File: config.mk
export PLATFORM = sky130hd
export DESIGN_NAME = fetch_unit_flat
export DESIGN_NICKNAME = d
export VERILOG_FILES = /design/src/rtl/fetch_pkg.sv /design/src/rtl/fetch_unit_if.sv /design/src/rtl/fetch_unit_next_pc.sv /design/src/rtl/fetch_unit.sv /design/src/flat_wrapper.sv
export SDC_FILE = /design/constraint.sdc
export NUM_CORES = 1
export LEC_CHECK = 0
export ABC_AREA = 1
export BUFFER_PORTS_ARGS = -buffer_cell sky130_fd_sc_hd__buf_2
export CAP_MARGIN = 5
export CELL_PAD_IN_SITES_DETAIL_PLACEMENT = 1
export CELL_PAD_IN_SITES_GLOBAL_PLACEMENT = 2
export CORE_AREA = 2 2 165 167
export CTS_CLUSTER_DIAMETER = 120
export CTS_CLUSTER_SIZE = 30
export DETAILED_ROUTE_END_ITERATION = 8
export DIE_AREA = 0 0 167 169
export PLACE_DENSITY = 0.89
export SYNTH_ARGS = -nofsm -noshare
export SYNTH_HDL_FRONTEND = slang
export SYNTH_SLANG_ARGS = --single-unit
File: constraint.sdc
create_clock -name clk -period 6.2 [get_ports clk]
set_clock_uncertainty 0.15 [all_clocks]
set_input_delay 1.24 -clock clk [delete_from_list [all_inputs] [get_ports clk]]
set_output_delay 1.24 -clock clk [all_outputs]
set_load 0.05 [all_outputs]
File: src/rtl/fetch_pkg.sv
// Shared types and constants for the instruction-fetch stage.
//   fetch_state_t : fetch FSM state encoding
//   INST_W        : instruction word width
//   PC_STEP       : byte distance between consecutive instructions
package fetch_pkg;

  typedef enum logic [1:0] {
    IDLE,
    FETCH,
    HOLD,
    FAULT
  } fetch_state_t;

  localparam int unsigned INST_W  = 32;
  localparam logic [31:0] PC_STEP = 32'd4;

endpackage

File: src/rtl/fetch_unit_if.sv
// Bus bundle around the fetch stage.
//   imem_* : single-outstanding instruction-memory read port
//   if_*   : fetched instruction presented to the datapath (valid/ready)
//   id_ready/pc_src/branch_imm/jmp : datapath consume + redirect outcome
//   fault  : sticky bus-error indication
// modport master : the fetch unit; modport slave : memory + datapath side.
interface fetch_unit_if #(
  parameter int unsigned AW = 32
);
  import fetch_pkg::*;

  logic              imem_req;
  logic [AW-1:0]     imem_addr;
  logic              imem_rvalid;
  logic [INST_W-1:0] imem_rdata;
  logic              imem_err;

  logic              if_valid;
  logic [INST_W-1:0] if_inst;
  logic [31:0]       if_pc;
  logic [31:0]       if_pc_plus4;

  logic              id_ready;
  logic              pc_src;
  logic [31:0]       branch_imm;
  logic              jmp;

  logic              fault;

  modport master (
    output imem_req, imem_addr,
    input  imem_rvalid, imem_rdata, imem_err,
    output if_valid, if_inst, if_pc, if_pc_plus4,
    input  id_ready, pc_src, branch_imm, jmp,
    output fault
  );

  modport slave (
    input  imem_req, imem_addr,
    output imem_rvalid, imem_rdata, imem_err,
    input  if_valid, if_inst, if_pc, if_pc_plus4,
    output id_ready, pc_src, branch_imm, jmp,
    input  fault
  );

endinterface

File: src/rtl/fetch_unit_next_pc.sv
// Combinational next-PC selection for the consumed instruction.
//   pc_plus4   : address of the consumed instruction + 4
//   inst       : low 26 bits of the consumed instruction (jump index)
//   branch_imm : sign-extended word offset for a taken branch
//   pc_src     : taken branch
//   jmp        : jump (wins over pc_src)
//   next_pc    : address of the next instruction to fetch
module next_pc (
  input  logic [31:0] pc_plus4,
  input  logic [25:0] inst,
  input  logic [31:0] branch_imm,
  input  logic        pc_src,
  input  logic        jmp,
  output logic [31:0] next_pc
);

  always_comb begin
    next_pc = pc_plus4;
    if (jmp) begin
      // Region comes from pc+4, not pc.
      next_pc = {pc_plus4[31:28], inst, 2'b00};
    end else if (pc_src) begin
      // Shifting in 32 bits drops imm[31:30]; the add wraps mod 2^32.
      next_pc = pc_plus4 + (branch_imm << 2);
    end
  end

endmodule

File: src/rtl/fetch_unit.sv
// Instruction-fetch stage: holds the PC, issues one imem read at a time,
// presents the fetched word to the datapath and redirects on consume.
//   clk, rst_n : rising-edge clock, asynchronous active-low reset
//   bus        : fetch_unit_if.master (imem port, if_* handshake, fault)
// Parameters: RESET_PC (word-aligned reset PC), AW (imem address width).
module fetch_unit
  import fetch_pkg::*;
#(
  parameter logic [31:0] RESET_PC = 32'h0000_0000,
  parameter int unsigned AW       = 32
) (
  input  logic          clk,
  input  logic          rst_n,
  fetch_unit_if.master  bus
);

  fetch_state_t      state;
  fetch_state_t      state_nxt;

  logic [31:0]       pc;
  logic [INST_W-1:0] if_inst_q;
  logic [31:0]       if_pc_q;
  logic [31:0]       if_pc_plus4_q;
  logic [31:0]       next_pc_w;

  logic              rsp_ok;
  logic              consume;

  // A response only counts while a request is outstanding; a consume only
  // counts while an instruction is held.
  assign rsp_ok  = (state == FETCH) && bus.imem_rvalid && !bus.imem_err;
  assign consume = (state == HOLD) && bus.id_ready;

  always_ff @(posedge clk or negedge rst_n) begin
    if (!rst_n) begin
      state <= IDLE;
    end else begin
      state <= state_nxt;
    end
  end

  always_comb begin
    state_nxt = state;
    unique case (state)
      IDLE:  state_nxt = FETCH;
      FETCH: begin
        if (bus.imem_rvalid) begin
          state_nxt = bus.imem_err ? FAULT : HOLD;
        end
      end
      HOLD:  begin
        if (bus.id_ready) begin
          state_nxt = FETCH;
        end
      end
      FAULT: state_nxt = FAULT;
      default: state_nxt = IDLE;
    endcase
  end

  always_comb begin
    bus.imem_req    = (state == FETCH);
    bus.imem_addr   = pc[AW-1:0];
    bus.if_valid    = (state == HOLD);
    bus.fault       = (state == FAULT);
    bus.if_inst     = if_inst_q;
    bus.if_pc       = if_pc_q;
    bus.if_pc_plus4 = if_pc_plus4_q;
  end

  always_ff @(posedge clk or negedge rst_n) begin
    if (!rst_n) begin
      pc            <= RESET_PC;
      if_inst_q     <= '0;
      if_pc_q       <= '0;
      if_pc_plus4_q <= '0;
    end else begin
      if (rsp_ok) begin
        if_inst_q     <= bus.imem_rdata;
        if_pc_q       <= pc;
        if_pc_plus4_q <= pc + PC_STEP;
      end
      if (consume) begin
        pc <= next_pc_w;
      end
    end
  end

  next_pc u_next_pc (
    .pc_plus4   (if_pc_plus4_q),
    .inst       (if_inst_q[25:0]),
    .branch_imm (bus.branch_imm),
    .pc_src     (bus.pc_src),
    .jmp        (bus.jmp),
    .next_pc    (next_pc_w)
  );

endmodule

File: src/flat_wrapper.sv
// flat-port wrapper written by rule: the top's interface ports become plain ports
module fetch_unit_flat import fetch_pkg::*;
#(
  parameter logic [31:0] RESET_PC = 32'h0000_0000,
  parameter int unsigned AW       = 32
)
  (clk, rst_n, bus_imem_req, bus_imem_addr, bus_imem_rvalid, bus_imem_rdata, bus_imem_err, bus_if_valid, bus_if_inst, bus_if_pc, bus_if_pc_plus4, bus_id_ready, bus_pc_src, bus_branch_imm, bus_jmp, bus_fault);
  fetch_unit_if #(.AW(AW)) bus_i ();
  input  logic clk;
  input  logic rst_n;
  output wire logic [$bits(bus_i.imem_req)-1:0] bus_imem_req;
  output wire logic [$bits(bus_i.imem_addr)-1:0] bus_imem_addr;
  input wire logic [$bits(bus_i.imem_rvalid)-1:0] bus_imem_rvalid;
  input wire logic [$bits(bus_i.imem_rdata)-1:0] bus_imem_rdata;
  input wire logic [$bits(bus_i.imem_err)-1:0] bus_imem_err;
  output wire logic [$bits(bus_i.if_valid)-1:0] bus_if_valid;
  output wire logic [$bits(bus_i.if_inst)-1:0] bus_if_inst;
  output wire logic [$bits(bus_i.if_pc)-1:0] bus_if_pc;
  output wire logic [$bits(bus_i.if_pc_plus4)-1:0] bus_if_pc_plus4;
  input wire logic [$bits(bus_i.id_ready)-1:0] bus_id_ready;
  input wire logic [$bits(bus_i.pc_src)-1:0] bus_pc_src;
  input wire logic [$bits(bus_i.branch_imm)-1:0] bus_branch_imm;
  input wire logic [$bits(bus_i.jmp)-1:0] bus_jmp;
  output wire logic [$bits(bus_i.fault)-1:0] bus_fault;
  assign bus_imem_req = bus_i.imem_req;
  assign bus_imem_addr = bus_i.imem_addr;
  assign bus_i.imem_rvalid = bus_imem_rvalid;
  assign bus_i.imem_rdata = bus_imem_rdata;
  assign bus_i.imem_err = bus_imem_err;
  assign bus_if_valid = bus_i.if_valid;
  assign bus_if_inst = bus_i.if_inst;
  assign bus_if_pc = bus_i.if_pc;
  assign bus_if_pc_plus4 = bus_i.if_pc_plus4;
  assign bus_i.id_ready = bus_id_ready;
  assign bus_i.pc_src = bus_pc_src;
  assign bus_i.branch_imm = bus_branch_imm;
  assign bus_i.jmp = bus_jmp;
  assign bus_fault = bus_i.fault;
  fetch_unit #(.RESET_PC(RESET_PC), .AW(AW)) u_core (.clk(clk), .rst_n(rst_n), .bus(bus_i));
endmodule
==> results.py <==
metrics = {
    "outcome": {
        "status": "finished clean",
    },
    "floorplanning": {
        "io_pins": 202,
        "core_sq_mm": 0.0265,
        "die_w_um": 167,
        "die-height_um": 169,
        "fp.dieArea_sq_mm": 0.0282,
        "start_util_pct": 30.7,
        "placementRows": 60,
    },
    "critical_path": {
        "crit_type": "in -> reg",
        "critPathBufInv": 3,
        "crit_family": "buffers and inverters",
        "end_kind": "register",
        "reg2regPathDepth": 8,
        "path_cells": "buf_2 -> nor2_1 -> nand2_4 -> inv_2 -> buf_4 -> nand2_1 -> o211ai_1",
        "cp_max_fo": 56,
        "crit_arrival_ps": 3520,
        "crit_path_start_kind": "input port",
        "cp.required_ps": 6390,
        "cpMaxStageDelayCell": "inv_2",
        "cp.depth": 7,
        "cpPeakStageDelay_ps": 850,
    },
    "synthesis": {
        "synthSimpleGateAreaFrac_pct": 32.1,
        "synth.net_count": 1295,
        "synthFlopType": "dfrtp_1",
        "synth_seq_cells": 128,
        "syn_inst": 1193,
        "synth_top_family_by_area": "simple AND/OR/NAND/NOR gates",
        "synth_edf_count": 0,
        "muxShareOfSynthArea_pct": 0,
        "syn_area_sq_mm": 0.00813,
        "postSynthAreaPerCell_sq_um": 6.81,
        "yosys_warnings": 0,
        "synthDistinctLibCells": 33,
        "synthXorXnorAreaFrac_pct": 2.37,
        "synth_compound_area_share_pct": 12.2,
        "synthAdderAreaFrac_pct": 4.87,
        "yosysSeqAreaShare_pct": 39.4,
        "synthArstFlopShare_pct": 100,
    },
    "cts": {
        "htree_levels": 4,
        "post_cts_buffers": 0,
        "clkSlewWorstSetupHoldPaths_ps": 60,
        "cts_tree": "built",
        "cts_sinks": 128,
        "numCtsBuffers": 17,
        "clock_insertion_delay_worst_skew_ps": 430,
        "cts_max_path_buffers": 2,
        "cts_hold_buf": 0,
        "cts_resized": 0,
        "clk_root_buffer_cell": "clkbuf_16",
    },
    "sta": {
        "setup_viol": 0,
        "post-route-period-util_pct": 53.7,
        "fin_ws_ps": 2870,
        "tightest_slew_ps": 1010,
        "hold_viol": 0,
        "period_needed_ps": 3330,
        "setup-tns-final_ps": 0,
        "fmax_mhz": 300,
        "max_slew_margin_pct": 32.4,
        "grt_setup_unrepaired": "false",
        "maxSlewViolCount": 0,
    },
    "power_and_ir_drop": {
        "peakVddDrop_mv": 0.317,
        "leakage_nw": 5.42,
        "clkPwrFrac_pct": 16.7,
        "p_sw_mw": 3.58,
        "p_seq_share_pct": 26.7,
        "intPower_mw": 2.72,
        "netSwitchingFraction_pct": 56.8,
        "power_density_mw_per_mm2": 627,
        "pwr-share-comb_pct": 56.7,
    },
    "detailed_routing": {
        "ant_nets": 0,
        "remaining_drc_errors": 0,
        "vias": 8472,
        "dr.pass1.iters": 4,
        "drtIter0Drc": 440,
        "via_per_inst": 4.89,
        "post_drt_wl_per_cell_um": 17.9,
        "wl_mm": 31.0,
    },
    "final_layout": {
        "layout_commonest_cell": "nand2_1",
        "final_nets": 1480,
        "antennaDiodeCount": 0,
        "area_growth_pct": 23.6,
        "layout_common_cells": "nand2_1 (445), buf_2 (198), inv_1 (144), dfrtp_1 (128), o21ai_0 (87)",
        "layout-drive-gt1-share_pct": 18.3,
    },
    "grt": {
        "grt_pass1_vias": 8866,
        "track_usage_pct": 22.2,
        "grt_overflow": 0,
        "grt_pass1_wl_mm": 49.1,
        "grt_max_degree": 79,
        "antenna_found_initial": 0,
    },
    "min_path": {
        "min_path_cells": 2,
        "holdCritPathClass": "reg -> reg",
    },
    "placement": {
        "port_buffers": 199,
        "hpwlAfterDp_mm": 24.3,
        "pre_cts_ws_ps": 2410,
        "routabilityCongestion": 0.886,
    },
    "flow_run": {
        "maxCapViolations": 0,
    },
}
layer usage:
metal	global-route usage (%)	wire length [um]	share of wire, %
met1	30.3	14700	47
met2	37.1	14700	47
met3	3.46	1100	3.6
met4	5.36	557	1.8
met5	0	0	0
final cells by class:
type / instances / area, sq um
clock buffers: 20 / 457
clock inverters: 12 / 158
fillers: 3457 / 16500
inverters: 148 / 556
multi-input cells: 878 / 4190
flip-flops and latches: 128 / 3200
well taps: 341 / 427
repair buffers: 205 / 1050
power by group through the flow:
stage	logic [mW]	clock network [mW]	registers (mW)
3_5_place_dp	3.57	0	1.68
3_3_place_gp	3.52	0	1.66
5_1_grt	3.88	1.10	1.73
2_1_floorplan	1.31	0	2.86
6_report	3.57	1.05	1.68
4_1_cts	3.60	1.07	1.67
metrics by stage:
stage          util, %  total power [mW]  hold slack (ps)  instances  instance area [sq um]
2_1_floorplan        -              4.17              366       1193                   8130
3_3_place_gp      35.6              5.18              310       1700                   9430
3_5_place_dp      35.6              5.25              319       1700                   9430
4_1_cts           37.9              6.34              335       1732                  10000
5_1_grt           37.9              6.71              340       1732                  10000
6_report          37.9              6.30              333       1732                  10000
path summary, 6_finish.rpt:
kind / from / endpoint / slack [ps]
worst min-delay path: u_core.bus.if_pc[18] / u_core.bus.if_pc[18] / 330
max in group asynchronous: rst_n / u_core.bus.if_pc_plus4[26] / 4010
worst max register to register: u_core.state[1] / u_core.bus.if_pc_plus4[19] / 3180
worst min register to register: u_core.bus.if_pc[18] / u_core.bus.if_pc[18] / 330
worst max-delay path: bus_imem_err / u_core.bus.if_pc_plus4[19] / 2870
min in group asynchronous: rst_n / u_core.bus.if_inst[2] / 700
cells by family (layout without fill, tap and decap cells):
| kind of cell | count (synthesis) | after routing |
|---|---|---|
| flops | 128 | 128 |
| fa+ha+maj | 31 | 31 |
| compound gates | 185 | 185 |
| buf+inv | 187 | 385 |
| xor+xnor | 22 | 22 |
| simple gates | 640 | 640 |
synth_stat cells, types with 2 or more instances:
library cell  count  area [sq um]
nor2_2            4          25.0
buf_4             6          45.0
nand3_1          59           295
or2_2             3          18.8
inv_2             3          11.3
nand2_1         446          1670
o21bai_1          5          37.5
a21oi_1          72           360
and2_1            2          12.5
xnor2_1           7          61.3
inv_1           144           541
dfrtp_1         128          3200
ha_1             30           375
o21a_1            2          15.0
o211ai_1         15           113
nor3_1           16          80.1
clkbuf_1         22          82.6
nand4_1          15          93.8
nand3_2           2          20.0
xor2_1           15           131
nor2_1           84           315
nand3b_1          2          15.0
buf_2            10          50.1
nand2_2           4          25.0
o21ai_0          87           435
a22oi_1           3          22.5
worst reg2reg max path: cells and delay by family (launching register included):
family	cells	cell delay (ps)
compound gates	1	200
buf+inv	3	1410
flops	1	400
simple gates	4	780
registers in the layout, summed over array words and instances (netlist names):
name / flops
u_core.state: 2
u_core.bus.imem_addr: 32
u_core.bus.if_pc_plus4: 32
u_core.bus.if_inst: 32
u_core.bus.if_pc: 30
No activity file was read; power rests on OpenSTA's default activity.
